### src/rtl/mult_seq_pkg.sv
// Shared definitions for the digit-serial multiplier controller.
//   state_e      : FSM encoding (IDLE, RUN, DONE), 2 bits
//   digit_cnt_w  : digit-counter width ceil(log2(WIDTH/2)), minimum 1
package mult_seq_pkg;

  typedef enum logic [1:0] {
    ST_IDLE = 2'd0,
    ST_RUN  = 2'd1,
    ST_DONE = 2'd2
  } state_e;

  function automatic int digit_cnt_w(input int width);
    int d;
    d = width / 2;
    return (d <= 2) ? 1 : $clog2(d);
  endfunction

endpackage

### src/rtl/mult_digit_2x2.sv
// Combinational 2-bit x 2-bit -> 4-bit unsigned multiplier.
//   a_i [1:0] : multiplicand digit
//   b_i [1:0] : multiplier digit
//   p_o [3:0] : product
// Built as shift-and-add of the two single-bit sub-products.
module mult_digit_2x2 (
  input  logic [1:0] a_i,
  input  logic [1:0] b_i,
  output logic [3:0] p_o
);

  logic [3:0] sp0, sp1;

  assign sp0 = b_i[0] ? {2'b00, a_i} : 4'd0;
  assign sp1 = b_i[1] ? {1'b0, a_i, 1'b0} : 4'd0;
  assign p_o = sp0 + sp1;

endmodule

### src/rtl/multiplier_digit_serial_controller.sv
// Digit-serial WIDTH x WIDTH unsigned multiplier. One 2x2 digit product is
// accumulated per clock; a product takes (WIDTH/2)^2 RUN steps.
//   Clk_In, Reset_N_In    : clock, async active-low reset
//   Start_In              : request, accepted when Ready_Out = 1
//   Data_A_In, Data_B_In  : operands, sampled on the accept edge
//   Ready_Out             : controller idle
//   Done_Out              : one-cycle pulse, result valid from here on
//   Multiplied_Result_Out : registered product, held until next Done_Out
// Optional build macro: MULT_SEQ_ZERO_SKIP_EN -- a zero operand bypasses RUN
// and completes one cycle after accept.
module multiplier_digit_serial_controller
  import mult_seq_pkg::*;
#(
  parameter int WIDTH = 8
) (
  input  logic               Clk_In,
  input  logic               Reset_N_In,
  input  logic               Start_In,
  input  logic [WIDTH-1:0]   Data_A_In,
  input  logic [WIDTH-1:0]   Data_B_In,
  output logic               Ready_Out,
  output logic               Done_Out,
  output logic [2*WIDTH-1:0] Multiplied_Result_Out
);

  localparam int D  = WIDTH / 2;
  localparam int CW = digit_cnt_w(WIDTH);
  localparam int PW = 2 * WIDTH;
  localparam logic [CW-1:0] DMAX = CW'(D - 1);

  state_e          state_q, state_d;
  logic [WIDTH-1:0] a_q, a_d, b_q, b_d;
  logic [CW-1:0]    i_q, i_d, j_q, j_d;
  logic [PW-1:0]    acc_q, acc_d, res_q, res_d;
  logic             done_q, done_d;

  logic [1:0]    a_dig, b_dig;
  logic [3:0]    pp;
  logic [CW+1:0] sh;
  logic [PW-1:0] pp_sh;

  assign a_dig = a_q[2*i_q +: 2];
  assign b_dig = b_q[2*j_q +: 2];

  mult_digit_2x2 u_mul (
    .a_i (a_dig),
    .b_i (b_dig),
    .p_o (pp)
  );

  // Shift amount 2*(i+j); CW+2 bits covers the maximum 4*(D-1).
  assign sh    = ({2'b00, i_q} + {2'b00, j_q}) << 1;
  assign pp_sh = {{(PW-4){1'b0}}, pp} << sh;

  always_comb begin
    state_d = state_q;
    a_d     = a_q;
    b_d     = b_q;
    i_d     = i_q;
    j_d     = j_q;
    acc_d   = acc_q;
    res_d   = res_q;
    done_d  = 1'b0;
    case (state_q)
      ST_IDLE: begin
        if (Start_In) begin
          a_d     = Data_A_In;
          b_d     = Data_B_In;
          acc_d   = '0;
          i_d     = '0;
          j_d     = '0;
          state_d = ST_RUN;
`ifdef MULT_SEQ_ZERO_SKIP_EN
          if (Data_A_In == '0 || Data_B_In == '0) begin
            state_d = ST_DONE;
            res_d   = '0;
            done_d  = 1'b1;
          end
`endif
        end
      end
      ST_RUN: begin
        acc_d = acc_q + pp_sh;
        if (j_q == DMAX) begin
          j_d = '0;
          if (i_q == DMAX) begin
            i_d     = '0;
            res_d   = acc_q + pp_sh;
            done_d  = 1'b1;
            state_d = ST_DONE;
          end else begin
            i_d = i_q + 1'b1;
          end
        end else begin
          j_d = j_q + 1'b1;
        end
      end
      ST_DONE: state_d = ST_IDLE;
      default: state_d = ST_IDLE;
    endcase
  end

  always_ff @(posedge Clk_In or negedge Reset_N_In) begin
    if (!Reset_N_In) begin
      state_q <= ST_IDLE;
      a_q     <= '0;
      b_q     <= '0;
      i_q     <= '0;
      j_q     <= '0;
      acc_q   <= '0;
      res_q   <= '0;
      done_q  <= 1'b0;
    end else begin
      state_q <= state_d;
      a_q     <= a_d;
      b_q     <= b_d;
      i_q     <= i_d;
      j_q     <= j_d;
      acc_q   <= acc_d;
      res_q   <= res_d;
      done_q  <= done_d;
    end
  end

  assign Ready_Out             = (state_q == ST_IDLE);
  assign Done_Out              = done_q;
  assign Multiplied_Result_Out = res_q;

endmodule

### config.mk
export PLATFORM = sky130hd
export DESIGN_NAME = multiplier_digit_serial_controller
export DESIGN_NICKNAME = d
export VERILOG_FILES = /design/src/rtl/mult_seq_pkg.sv /design/src/rtl/mult_digit_2x2.sv /design/src/rtl/multiplier_digit_serial_controller.sv
export SDC_FILE = /design/constraint.sdc
export NUM_CORES = 1
export LEC_CHECK = 0
export ABC_AREA = 1
export BUFFER_PORTS_ARGS = -buffer_cell sky130_fd_sc_hd__buf_2
export CORE_MARGIN = 3
export CORE_UTILIZATION = 50
export CTS_CLUSTER_SIZE = 40
export DETAILED_ROUTE_END_ITERATION = 8
export GPL_TIMING_DRIVEN = 0
export PLACE_DENSITY = 0.7
export SYNTH_ARGS = -nofsm -noshare
export SYNTH_HDL_FRONTEND = slang
export SYNTH_HIERARCHICAL = 1
export SYNTH_SLANG_ARGS = --single-unit
### constraint.sdc
create_clock -name Clk_In -period 7.7 [get_ports Clk_In]
set_clock_uncertainty 0.2 [all_clocks]
set_input_delay 0 -clock Clk_In [delete_from_list [all_inputs] [get_ports Clk_In]]
set_output_delay 0 -clock Clk_In [all_outputs]
set_load 0.005 [all_outputs]
; ---- Yosys cells after proc, flatten, opt, wreduce, memory -nomap -nowiden
; Index checks and enable logic that the tools add are counted.
[classes]
n_eq_ne = 6
n_reduce_logical = 7
shift = 3
muxes = 17
add_sub_neg = 5
[ops]
columns = operator, count
row1 = $pmux W16 S2, 1
row2 = $add A16 B16 Y16, 1
row3 = $mux W16, 1
row4 = $mux W2, 8
row5 = $shiftx A8 B4 Y2, 2
row6 = $shl A4 B4 Y16, 1
row7 = $pmux W2 S2, 3
row8 = $reduce_and A3 Y1, 3
row9 = $ne A2 B2 Y1 const B, 3
row10 = $add A2 B1 Y2 const B, 2
row11 = $add A4 B4 Y4, 1
row12 = $eq A2 B2 Y1 const B, 2
row13 = $reduce_and A2 Y1, 2
row14 = $add A2 B2 Y3, 1
row15 = $mux W1, 3
row16 = $mux W3, 1
row17 = $eq A2 B1 Y1 const B, 1
row18 = $logic_not A2 Y1, 1
row19 = $reduce_bool A2 Y1, 1
[totals]
elab_cells = 46
inputBits = 19
regBits = 55
output_inout_bits = 18

; ---- Depth between registers and ports, before layout
[logic_depth]
depth_word = 6
ltp_mapped = 21
depth_no_buf = 21

; ---- Modules after synthesis
; Netlist, hierarchy kept.
[modules_own_cells]
columns = mod, seq_area_each_um2, area_per_inst_um2, instances, cells_per_inst
row1 = multiplier_digit_serial_controller, 1376.3, 3328.2, 1, 461
row2 = mult_digit_2x2, 0.0, 55.1, 1, 10

; ---- Worst setup path after synthesis
; No wires, ideal clock.
[synth_path]
path_type = reg-to-reg
start = register j_q[0]
end = register acc_q[5]
setup_slack_ps = 4685
t_required_ps = 7382
stages_incl_launch_ff = 17
t_arrival_ps = 2698
synth_period_minus_slack_ps = 3015
path_buffers = 0
setup_ps = 118
path_cell_list = dfrtp_1 inv_1 o21ai_0 o22ai_1 nand2_1 inv_1 ha_1 ha_1 mux2i_1 nor3_1 ha_1 or2_1 nand3b_1 nand2_1 or2_2 nand3_1 nand2_1
[synth_between]
elab_chain_cells = 6
elab_cells_between_ends = 8
cone_classes = add/sub: 3 / shift: 2 / mux: 3
[synth_rtl]
columns = element, line_no
row1 = start: declaration, multiplier_digit_serial_controller.sv:33  ; logic [CW-1:0] i_q, i_d, j_q, j_d;
row2 = start signal: assignment, multiplier_digit_serial_controller.sv:118  ; j_q <= j_d;
row3 = $shiftx A8 B4 Y2, multiplier_digit_serial_controller.sv:43  ; assign b_dig = b_q[2*j_q +: 2];
row4 = net b_dig[0], multiplier_digit_serial_controller.sv:37  ; logic [1:0] a_dig, b_dig;
row5 = $mux W2, mult_digit_2x2.sv:14  ; assign sp0 = b_i[0] ? {2'b00, a_i} : 4'd0;
row6 = $add A4 B4 Y4, mult_digit_2x2.sv:16  ; assign p_o = sp0 + sp1;
row7 = net pp[2], multiplier_digit_serial_controller.sv:38  ; logic [3:0] pp;
row8 = $shl A4 B4 Y16, multiplier_digit_serial_controller.sv:53  ; assign pp_sh = {{(PW-4){1'b0}}, pp} << sh;
row9 = $add A16 B16 Y16, multiplier_digit_serial_controller.sv:83  ; acc_d = acc_q + pp_sh;
row10 = $pmux W16 S2, multiplier_digit_serial_controller.sv:64  ; case (state_q)
row11 = end signal: assignment, multiplier_digit_serial_controller.sv:110  ; acc_q <= '0;
row12 = end signal: assignment, multiplier_digit_serial_controller.sv:119  ; acc_q <= acc_d;
row13 = end: declaration, multiplier_digit_serial_controller.sv:34  ; logic [PW-1:0] acc_q, acc_d, res_q, res_d;
; The timed path passes the listed nets, and every way through them passes these cells.
; A chain may end at the register's enable or synchronous reset.

; ---- Worst setup path in the final report
[layout_path]
start = register i_q[0]
end = register acc_q[8]
[layout_between]
elab_chain_cells = 6
elab_cells_between_ends = 8
cone_classes = add/sub: 3 / shift: 2 / mux: 3
[layout_rtl]
columns = element, line_no
row1 = start: declaration, multiplier_digit_serial_controller.sv:33
row2 = start signal: assignment, multiplier_digit_serial_controller.sv:117  ; i_q <= i_d;
row3 = $shiftx A8 B4 Y2 *, multiplier_digit_serial_controller.sv:42  ; assign a_dig = a_q[2*i_q +: 2];
row4 = net a_dig[1], multiplier_digit_serial_controller.sv:37
row5 = $mux W2 / $mux W3 (equally long branches), "mult_digit_2x2.sv:14, mult_digit_2x2.sv:15"
row6 = $add A4 B4 Y4 *, mult_digit_2x2.sv:16
row7 = net pp[3], multiplier_digit_serial_controller.sv:38
row8 = $shl A4 B4 Y16 *, multiplier_digit_serial_controller.sv:53
row9 = $add A16 B16 Y16 *, multiplier_digit_serial_controller.sv:83
row10 = $pmux W16 S2 *, multiplier_digit_serial_controller.sv:64
; The timed path passes the listed nets; every way through them passes the cells marked *.

==> run metrics <==
Root Buffer clkbuf_8; post-synthesis area per instance a little over 7 um2; CP most frequent cell nand2_1; share of layout cells above drive strength 1 10.8%; most frequent cells in the layout nand2_1 (198), dfrtp_1 (55), inv_1 (53), buf_2 (40), nor2_1 (32); synth-to-layout area growth 19.9%; worst path buffer plus inverter count 3; PnR Total Power 1.70 mW; reg2reg path depth 19; final wirelength slightly above 8000 um; Worst setup SP type flop; drc violations 0; first-pass GRT wire length 13,500 um; post-synthesis cell area approximately 3400 um2; post-synth top area share 40.7%; R2R setup slack roughly 4 ns; DR WL/cell about 13 um; clock sink count 55; pwr dens between 400 and 500 nW/um2; largest net degree at the start of global routing between 50 and 60; CTS HTree Levels 2; Hold Fails Final Rpt 0; Setup crit start i_q[0]; Initial Util 52.4%; CP Cell Sequence inv_1 -> o21ai_0 -> o22ai_1 -> nand2_1 -> inv_1 -> ha_1 -> ha_1 -> inv_1 -> o21ai_0 -> nand2_1 -> nor2_1 -> ha_1 -> or2_1 -> and2_1 -> nand2_1 -> nand2_1 -> xor2_1 -> nand2_1 -> nand2_1; Max Slew Vio Count 0; leading cell type in the layout, fill and taps excluded nand2_1; Top Family by Delay on Critical Path simple AND/OR/NAND/NOR gates; Filler cells a little under 600; num rows 29; RSZ-0062 raised after global routing no; GRT Overall Usage 22.2%; syn_nets around 510; synthesized flop and latch total 55; Slowest-stage cell, CP dfrtp_1; DR pass1 iterations 4; critical path arrival ~3.6 ns; final non-filler cell total 623; clock-pin slew on the worst setup and hold paths roughly 0.10 ns; utilization after layout about 63%; Syn. warnings 6; Static Leak between 2 and 2.5 nW; reg2reg start i_q[0]; post-route ant nets 0; largest cells by area after synthesis dfrtp_1 (41%), nand2_1 (22%), ha_1 (7.4%), inv_1 (5.9%), nand3_1 (4.6%); Mapped Cells 471; Placer Congestion between 0.8 and 0.9; total CTS buffers 5; post_cts resized 0; post-DP HPWL ~5700 um; fmax 279 MHz; grt ovf 0; max_cap viols 0; Clock Tree Buf Depth 2; placed cell areas roughly 3700 um2; final worst path period need 3.58 ns; Initial DRC Count 263; Max-slew headroom 18.2%; sequential area share after synthesis 40.7%; worst hold slack between 0.15 and 0.2 ns; Port Buffers 36; TritonCTS clock tree built; vias in the first global route around 2.9k; total negative slack 0 ns; critical path peak fanout 7; Required @ worst endpoint about 7.8 ns; post-placement setup slack around 4.2 ns; Post-CTS Setup Bufs 0; initial antenna violation count 0; Hold Crit Class input port to flop; Core Area 6460 um2; Die ar. 7790 um2; Ports 37; Worst-Skew Late Latency around 0.32 ns; Synth area leader dfrtp_1; hold buffers post-CTS 31; outcome finished clean; Hold Path Cell Cnt 4; Placed Instances 584; Max rail drop VDD 0.187 mV; Die Span Y around 90 um; CP Capture Type flop; Critical Path Sink acc_q[8]; Vias/cell around 5.0; worst setup margin approximately 4.1 ns; Final nets slightly below 600; slowest stage delay, CP ~0.47 ns; total number of vias around 3.1k; crit path kind flop to flop; Final Instance Area 4060 um2; n_diodes 0; final critical-path share of the clock period between 40% and 50%; synth unique cells 32; stages on the worst setup path 19; Worst R2R End acc_q[8]; Die Wd around 88 um; final setup violation count 0; Worst-Margin Slew ~1.2 ns
[synth_stat cells]
library cell,n
buf_4,2
o21ai_1,6
inv_1,53
nand3_1,31
buf_2,4
mux2i_1,1
xor2_1,3
or2_2,1
inv_2,3
nor2_2,1
fa_1,2
clkbuf_1,2
xnor2_1,1
o22ai_1,6
nand3b_1,4
o211ai_1,1
nand2_2,1
nor2_8,2
nand2_1,198
inv_4,1
o21ai_0,16
nor2_1,32
nand4_1,2
nand2_4,1
a21oi_1,7
nor3_1,6
or2_1,5
a31oi_1,2
dfrtp_1,55
ha_1,20
and2_1,1
nor2_4,1
[report_power, final]
| part | leakage (nW) | total [mW] | internal, mW | switching (mW) |
|---|---|---|---|---|
| logic | 1.56 | 1.01 | 0.390 | 0.620 |
| clock network | 0.0428 | 0.163 | 0.0660 | 0.0975 |
| registers | 0.661 | 0.523 | 0.432 | 0.0905 |
[metal layers]
metal	GRT usage, %	vias up	routed length [um]
met5	0	-	0
met4	5.77	0	135
met3	3.17	13	414
met2	35.4	77	3650
met1	32.0	1425	3840
li1	-	1623	-
[cells by family (layout without fill, tap and decap cells)]
logic type / count (synthesis) / in the layout / share of synthesized area [%]
AO/OA/AOI/OAI: 38 / 38 / 5.99
AND/OR/NAND/NOR: 286 / 286 / 35.8
XOR/XNOR: 4 / 4 / 1.04
flip-flops: 55 / 55 / 40.7
buffers and inverters: 65 / 140 / 7.66
adder cells (fa/ha/maj): 22 / 22 / 8.58
multiplexers: 1 / 1 / 0.296
[cell type report]
class / count / area (um2) / area share, %
plain buffers: 8 / 42.5 / 1.05
clock inverters: 1 / 8.76 / 0.216
flip-flops and latches: 55 / 1380 / 33.9
inverters: 57 / 216 / 5.34
clock buffers: 7 / 76.3 / 1.88
well taps: 77 / 96.3 / 2.38
multi-input cells: 351 / 1750 / 43.1
repair buffers: 67 / 490 / 12.1
[worst reg2reg max path, delay by kind of cell, from the launching register on]
family                     cells  cell delay [ns]
AOI/OAI and AO/OA              3             0.64
xor gates and xnor gates       1             0.24
adders and majority gates      3             0.58
buffers and inverters          3             0.29
DFF                            1             0.47
and+or+nand+nor                9             1.11
[flip-flops by register name (all words and copies together) (netlist names)]
| signal | flops |
|---|---|
| Done_Out | 1 |
| Multiplied_Result_Out | 16 |
| a_q | 8 |
| acc_q | 16 |
| b_q | 8 |
| i_q | 2 |
| j_q | 2 |
| state_q | 2 |
[how the worst min path moves through the flow]
stage | start | end | slack, ns
6_report | Data_B_In[6] | b_q[6] | 0.19
5_1_grt | Data_A_In[0] | a_q[0] | 0.21
4_1_cts | Data_B_In[6] | b_q[6] | 0.19
3_5_place_dp | Data_B_In[6] | b_q[6] | -0.004
3_3_place_gp | Data_B_In[2] | b_q[2] | -0.007
2_1_floorplan | Reset_N_In | Done_Out | -0.50
No activity file was read; power rests on OpenSTA's default activity.
